[config.mk]
export PLATFORM = sky130hd
export DESIGN_NAME = alu_seq
export DESIGN_NICKNAME = d
export VERILOG_FILES = /design/src/rtl/alu_pkg.sv /design/src/rtl/alu_iter.sv /design/src/rtl/alu_seq.sv
export SDC_FILE = /design/constraint.sdc
export NUM_CORES = 2
export LEC_CHECK = 0
export CAP_MARGIN = 0
export CELL_PAD_IN_SITES_DETAIL_PLACEMENT = 0
export CELL_PAD_IN_SITES_GLOBAL_PLACEMENT = 1
export CORE_UTILIZATION = 28
export CTS_BUF_LIST = sky130_fd_sc_hd__clkbuf_4 sky130_fd_sc_hd__clkbuf_8 sky130_fd_sc_hd__clkbuf_16
export DETAILED_ROUTE_END_ITERATION = 12
export DONT_BUFFER_PORTS = 1
export PLACE_DENSITY_LB_ADDON = 0.1
export SETUP_SLACK_MARGIN = 0.1
export SYNTH_ARGS = -nofsm -noshare
export SYNTH_HDL_FRONTEND = slang
export SYNTH_HIERARCHICAL = 1
export SYNTH_SLANG_ARGS = --single-unit
export TNS_END_PERCENT = 20
[constraint.sdc]
create_clock -name clk -period 9.2 [get_ports clk]
set_input_delay 1.38 -clock clk [delete_from_list [all_inputs] [get_ports clk]]
set_output_delay 1.38 -clock clk [all_outputs]
set_load 0.01 [all_outputs]
[src/rtl/alu_pkg.sv]
// Shared opcode encodings, FSM state type and flag bit positions for alu_seq.
package alu_pkg;

  localparam logic [4:0] OP_ADD    = 5'b00101;
  localparam logic [4:0] OP_ADDABS = 5'b00111;
  localparam logic [4:0] OP_SUB    = 5'b00110;
  localparam logic [4:0] OP_MUL    = 5'b01000;
  localparam logic [4:0] OP_DIV    = 5'b01011;
  localparam logic [4:0] OP_SHL    = 5'b01100;
  localparam logic [4:0] OP_SHR    = 5'b10100;
  localparam logic [4:0] OP_SRA    = 5'b10101;

  typedef enum logic {
    IDLE = 1'b0,
    ITER = 1'b1
  } state_e;

  // flags = {err, ovf, carry, zero}
  localparam int FLAG_ZERO  = 0;
  localparam int FLAG_CARRY = 1;
  localparam int FLAG_OVF   = 2;
  localparam int FLAG_ERR   = 3;

endpackage

[src/rtl/alu_iter.sv]
// Iterative shift-add multiplier / restoring divider; one step per cycle, WIDTH steps.
// hi_q holds the partial product or remainder, lo_q the multiplier or developing quotient.
module alu_iter #(
  parameter int WIDTH = 40
) (
  input  logic             clk_i,
  input  logic             rst_i,
  input  logic             start_i,
  input  logic             div_mode_i,
  input  logic             run_i,
  input  logic             stall_i,
  input  logic [WIDTH-1:0] a_i,
  input  logic [WIDTH-1:0] b_i,
  output logic             done_o,
  output logic [WIDTH-1:0] res_o,
  output logic             ovf_o
);

  localparam int CW = $clog2(WIDTH);

  logic [CW-1:0]    cnt_q, cnt_d;
  logic             div_q, div_d;
  logic [WIDTH-1:0] opnd_q, opnd_d;
  logic [WIDTH-1:0] hi_q, hi_d;
  logic [WIDTH-1:0] lo_q, lo_d;
  logic [WIDTH:0]   mul_sum, div_shift, div_trial;
  logic [WIDTH-1:0] hi_step, lo_step;
  logic             adv;

  // The last step is withheld while the previous result is still unconsumed.
  assign adv    = run_i && !((cnt_q == '0) && stall_i);
  assign done_o = adv && (cnt_q == '0);
  assign res_o  = lo_step;
  assign ovf_o  = !div_q && (hi_step != '0);

  always_comb begin
    mul_sum   = {1'b0, hi_q} + (lo_q[0] ? {1'b0, opnd_q} : '0);
    div_shift = {hi_q, lo_q[WIDTH-1]};
    div_trial = div_shift - {1'b0, opnd_q};
    if (div_q) begin
      if (div_trial[WIDTH]) begin
        hi_step = div_shift[WIDTH-1:0];
        lo_step = {lo_q[WIDTH-2:0], 1'b0};
      end else begin
        hi_step = div_trial[WIDTH-1:0];
        lo_step = {lo_q[WIDTH-2:0], 1'b1};
      end
    end else begin
      hi_step = mul_sum[WIDTH:1];
      lo_step = {mul_sum[0], lo_q[WIDTH-1:1]};
    end
  end

  always_comb begin
    cnt_d  = cnt_q;
    div_d  = div_q;
    opnd_d = opnd_q;
    hi_d   = hi_q;
    lo_d   = lo_q;
    if (start_i) begin
      cnt_d  = CW'(WIDTH - 1);
      div_d  = div_mode_i;
      hi_d   = '0;
      opnd_d = div_mode_i ? b_i : a_i;
      lo_d   = div_mode_i ? a_i : b_i;
    end else if (adv) begin
      hi_d = hi_step;
      lo_d = lo_step;
      if (cnt_q != '0) cnt_d = cnt_q - CW'(1);
    end
  end

  always_ff @(posedge clk_i) begin
    if (rst_i) begin
      cnt_q  <= '0;
      div_q  <= 1'b0;
      opnd_q <= '0;
      hi_q   <= '0;
      lo_q   <= '0;
    end else begin
      cnt_q  <= cnt_d;
      div_q  <= div_d;
      opnd_q <= opnd_d;
      hi_q   <= hi_d;
      lo_q   <= lo_d;
    end
  end

endmodule

[src/rtl/alu_seq.sv]
// Handshaked ALU: single-cycle ops finish at acceptance, MUL/DIV run on alu_iter.
// in_valid/in_ready and out_valid/out_ready transfer on a clock edge where both are high.
module alu_seq
  import alu_pkg::*;
#(
  parameter int WIDTH = 40,
  parameter int SHW   = $clog2(WIDTH)
) (
  input  logic             clk,
  input  logic             rst,
  input  logic             in_valid,
  output logic             in_ready,
  input  logic [4:0]       op,
  input  logic [WIDTH-1:0] a,
  input  logic [WIDTH-1:0] b,
  input  logic [SHW-1:0]   shamt,
  output logic             out_valid,
  input  logic             out_ready,
  output logic [WIDTH-1:0] result,
  output logic [3:0]       flags,
  output state_e           state_o
);

  state_e           state_q, state_d;
  logic             out_valid_q, out_valid_d;
  logic [WIDTH-1:0] result_q, result_d;
  logic [3:0]       flags_q, flags_d;

  logic             accept, iter_op, sc_done, it_done, it_ovf;
  logic [WIDTH-1:0] it_res, sc_res, b_abs, fin_res;
  logic [WIDTH:0]   add_w, sub_w;
  logic             sc_err, sc_ovf, sc_carry;
  logic [3:0]       fin_flags;

  assign in_ready  = (state_q == IDLE) && (!out_valid_q || out_ready);
  assign accept    = in_valid && in_ready;
  assign iter_op   = (op == OP_MUL) || ((op == OP_DIV) && (b != '0));
  assign sc_done   = accept && !iter_op;
  assign out_valid = out_valid_q;
  assign result    = result_q;
  assign flags     = flags_q;
  assign state_o   = state_q;

  alu_iter #(.WIDTH(WIDTH)) u_iter (
    .clk_i      (clk),
    .rst_i      (rst),
    .start_i    (accept && iter_op),
    .div_mode_i (op == OP_DIV),
    .run_i      (state_q == ITER),
    .stall_i    (out_valid_q && !out_ready),
    .a_i        (a),
    .b_i        (b),
    .done_o     (it_done),
    .res_o      (it_res),
    .ovf_o      (it_ovf)
  );

  always_comb begin
    add_w    = {1'b0, a} + {1'b0, b};
    sub_w    = {1'b0, a} - {1'b0, b};
    b_abs    = b[WIDTH-1] ? -b : b;
    sc_res   = '0;
    sc_err   = 1'b0;
    sc_ovf   = 1'b0;
    sc_carry = 1'b0;
    case (op)
      OP_ADD: begin
        sc_res   = add_w[WIDTH-1:0];
        sc_carry = add_w[WIDTH];
      end
      OP_ADDABS: begin
        sc_res = a + b_abs;
        sc_ovf = b[WIDTH-1] && (b[WIDTH-2:0] == '0);
      end
      OP_SUB: begin
        sc_res   = sub_w[WIDTH-1:0];
        sc_carry = sub_w[WIDTH];
      end
      OP_MUL: sc_res = '0;
      // Only the divide-by-zero case takes the single-cycle path.
      OP_DIV: begin
        sc_res = '1;
        sc_err = 1'b1;
      end
      OP_SHL:  sc_res = a << shamt;
      OP_SHR:  sc_res = a >> shamt;
      OP_SRA:  sc_res = $signed(a) >>> shamt;
      default: sc_err = 1'b1;
    endcase
  end

  always_comb begin
    fin_res              = sc_done ? sc_res : it_res;
    fin_flags            = '0;
    fin_flags[FLAG_ERR]  = sc_done && sc_err;
    fin_flags[FLAG_OVF]  = sc_done ? sc_ovf : it_ovf;
    fin_flags[FLAG_CARRY] = sc_done && sc_carry;
    fin_flags[FLAG_ZERO] = (fin_res == '0);

    state_d     = state_q;
    out_valid_d = out_valid_q;
    result_d    = result_q;
    flags_d     = flags_q;

    if (state_q == IDLE) begin
      if (accept && iter_op) state_d = ITER;
    end else if (it_done) begin
      state_d = IDLE;
    end

    if (sc_done || it_done) begin
      out_valid_d = 1'b1;
      result_d    = fin_res;
      flags_d     = fin_flags;
    end else if (out_valid_q && out_ready) begin
      out_valid_d = 1'b0;
    end
  end

  always_ff @(posedge clk) begin
    if (rst) begin
      state_q     <= IDLE;
      out_valid_q <= 1'b0;
      result_q    <= '0;
      flags_q     <= '0;
    end else begin
      state_q     <= state_d;
      out_valid_q <= out_valid_d;
      result_q    <= result_d;
      flags_q     <= flags_d;
    end
  end

endmodule

==> impl_metrics.env <==
export IMPL_timing_rr_start="u_iter/lo_q[39]"
export IMPL_root_buffer="clkbuf_16"
export IMPL_power_frac_comb=0.497
export IMPL_violations="capacitance limit, slew limit"
export IMPL_crit_arrival_ps=8000
export IMPL_post_cts_buffers=0
export IMPL_maxSlewHeadroom=-0.00705
export IMPL_fin_crit_sh=0.825
export IMPL_cts_path_max_buffers=2
export IMPL_yosysUniqueCellTypes=100
export IMPL_initial_core_util=0.284
export IMPL_synth_seq_cells=173
export IMPL_core_um2=108000
export IMPL_synth_largest_area_cell="dfxtp_1"
export IMPL_p_clk_frac=0.249
export IMPL_synthArstFlopShare=0
export IMPL_die_h_um=333
export IMPL_drc=0
export IMPL_p_int_mw=1.69
export IMPL_grt_util_all_layers=0.307
export IMPL_worstMarginPinSlew_ps=1490
export IMPL_drt_wl_total_mm=177
export IMPL_synth_edff_count=0
export IMPL_syn_nets=4535
export IMPL_placementRows=120
export IMPL_path_buf_inv=0
export IMPL_outcome="finished with violations"
export IMPL_crit_start="b[10]"
export IMPL_grt_pass1_wl_mm=250
export IMPL_path_depth=20
export IMPL_place_port_buffers=0
export IMPL_critical_path_class="in -> reg"
export IMPL_tns_ps=0
export IMPL_synth_area_top_cells="dfxtp_1 (11%), ha_1 (8.5%), mux2i_1 (7.9%)"
export IMPL_ant_nets=0
export IMPL_cap_violations=1
export IMPL_cts_buffers=17
export IMPL_required_ps=9620
export IMPL_r2r_slack_ps=2420
export IMPL_drive_gt1_frac=0.0932
export IMPL_ir_drop_mv=0.106
export IMPL_leakagePower_nw=11.7
export IMPL_cts_clk_slew_worst_paths_ps=100
export IMPL_drt_pre_antenna_iters=9
export IMPL_cts_tree="yes"
export IMPL_crit_path_end_kind="register"
export IMPL_cts_sinks=173
export IMPL_crit_slowest_cell="nor4_1"
export IMPL_cp_max_fo=6
export IMPL_antenna_found_initial=10
export IMPL_crit_chain="or4_1 > or3_1 > or3_1 > nand2b_1 > o41ai_1 > xnor2_1 > ha_1 > a21oi_1 > o21ai_0 > a41oi_1 > mux2i_1 > nand3_1 > or4b_1 > o31ai_1 > o2111ai_1 > nor4_1 > nand4_1 > or4_1 > or4b_1 > o21ai_1"
export IMPL_vias_per_cell=6.25
export IMPL_critPathMaxStageDelay_ps=600
export IMPL_ys_flop_type="dfxtp_1"
export IMPL_period_needed_ps=7590
export IMPL_ios=142
export IMPL_hold_worst_slack_ps=503
export IMPL_synth_area_per_cell_um2=7.25
export IMPL_hold_path_class="reg -> reg"
export IMPL_synth_top_area_share=0.113
export IMPL_grt_pass1_vias=32511
export IMPL_dp_hpwl_mm=138
export IMPL_synth_most_common_cell="nor2_1"
export IMPL_setup_violations=0
export IMPL_die_w_um=333
export IMPL_crit_family="simple AND/OR/NAND/NOR gates"
export IMPL_cp_start_kind="input port"
export IMPL_syn_to_final_growth_pct=5.19
export IMPL_critPathCapture="flags[0]"
export IMPL_rsz0062_at_grt="no"
export IMPL_power_density_nw_per_um2=97.8
export IMPL_p_sw_mw=1.46
export IMPL_seq_area_frac_synth=0.113
export IMPL_hold_buffers=0
export IMPL_max_freq_ghz=0.132
export IMPL_reg2reg_to="flags[0]"
export IMPL_ctsHtreeMaxLevel=4
export IMPL_reg2regPathDepth=20
export IMPL_clk_insertion_delay_late_ps=480
export IMPL_drt_iter0_markers=3510
export IMPL_grt_max_degree=145
export IMPL_die_area_um2=111000
export IMPL_overflow=0
export IMPL_num_vias=33715
export IMPL_switching_share=0.464
export IMPL_netlist_instances=4226
export IMPL_drv_slew=1
export IMPL_seq_power_share=0.254
export IMPL_post_cts_resized=0
export IMPL_hold_viol_final=0
export IMPL_finClkSkew_ps=21.1
export IMPL_wire_per_inst_um=32.8
export IMPL_synthTopCellsByCount="nor2_1 (469), nand2_1 (356), a21oi_1 (333), mux2i_1 (243), clkbuf_1 (241)"
export IMPL_nets=4286
export IMPL_synth_area_um2=30600
export IMPL_ys_warn_count=6
export IMPL_gp_congestion=0.962
[area by class of cell]
| class | instances | area (um2) |
|---|---|---|
| antenna | 1 | 2.50 |
| timing repair buffer | 71 | 533 |
| clock inverter | 15 | 189 |
| sequential | 173 | 3470 |
| fill | 11960 | 75600 |
| tap | 1403 | 1760 |
| clock buffer | 17 | 425 |
| multi-input combinational | 3549 | 25200 |
| inverter | 165 | 622 |
[metrics by stage]
step	util	power, mW	worst slack [ps]	std cells	instance area [um2]
finish	0.299	3.15	1610	5394	32200
global route	0.299	3.30	1450	5393	32200
CTS	0.299	3.14	1740	5393	32200
detailed placement	0.293	2.34	1250	5361	31600
global placement	0.293	2.37	1250	5361	31600
floorplan	-	1.90	2430	4226	30600
[worst min-delay path: stages, from the launching register on]
cell and delay [ps]:
dfxtp_1 340, nand2_1 70, a21oi_1 50
[flip-flops by register name, summed over array words and instances (netlist names)]
signal / count
flags: 4
out_valid: 1
result: 40
state_o: 1
u_iter/cnt_q: 6
u_iter/div_q: 1
u_iter/hi_q: 40
u_iter/lo_q: 40
u_iter/opnd_q: 40
[power groups by stage]
stage | registers [mW] | clock network (mW) | logic [mW]
after global placement | 0.819 | 0 | 1.55
after detailed placement | 0.819 | 0 | 1.53
after floorplan | 0.804 | 0 | 1.09
final | 0.800 | 0.784 | 1.57
after global routing | 0.802 | 0.830 | 1.66
after CTS | 0.801 | 0.806 | 1.53
[per-layer routing]
metal	wire (um)	GRT usage	vias to the layer above
li1	-	-	15333
met1	75600	0.391	16734
met2	81300	0.505	1316
met3	10400	0.0472	322
met4	9380	0.147	10
met5	77	0	-
[worst min path at each step]
stage / from / to / slack [ps] / depth (start not counted)
6_report: u_iter/hi_q[38] / u_iter/hi_q[38] / 500 / 2
4_1_cts: result[3] / result[3] / 500 / 2
5_1_grt: u_iter/opnd_q[36] / u_iter/opnd_q[36] / 530 / 2
2_1_floorplan: u_iter/hi_q[38] / u_iter/hi_q[38] / 470 / 2
3_5_place_dp: result[3] / result[3] / 490 / 2
3_3_place_gp: u_iter/hi_q[38] / u_iter/hi_q[38] / 490 / 2
[cells by family (layout without fill, tap and decap cells)]
| family | count (synthesis) | after routing | synth area share |
|---|---|---|---|
| mux | 449 | 449 | 0.182 |
| buf+inv | 504 | 268 | 0.0658 |
| xor+xnor | 169 | 169 | 0.0483 |
| fa+ha+maj | 214 | 214 | 0.0886 |
| other cells | 0 | 1 | 0 |
| simple gates | 1443 | 1443 | 0.225 |
| flops | 173 | 173 | 0.113 |
| compound gates | 1274 | 1274 | 0.277 |
[layout by cell type (no fill, tap or decap), types with 126 or more instances in the layout]
master   count
nor2_1     466
nand2_1    356
mux2i_1    243
a21oi_1    333
xnor2_1    126
mux2_2     127
o21ai_0    223
dfxtp_1    172
inv_1      159
ha_1       209
(Power assumes the default switching activity.)
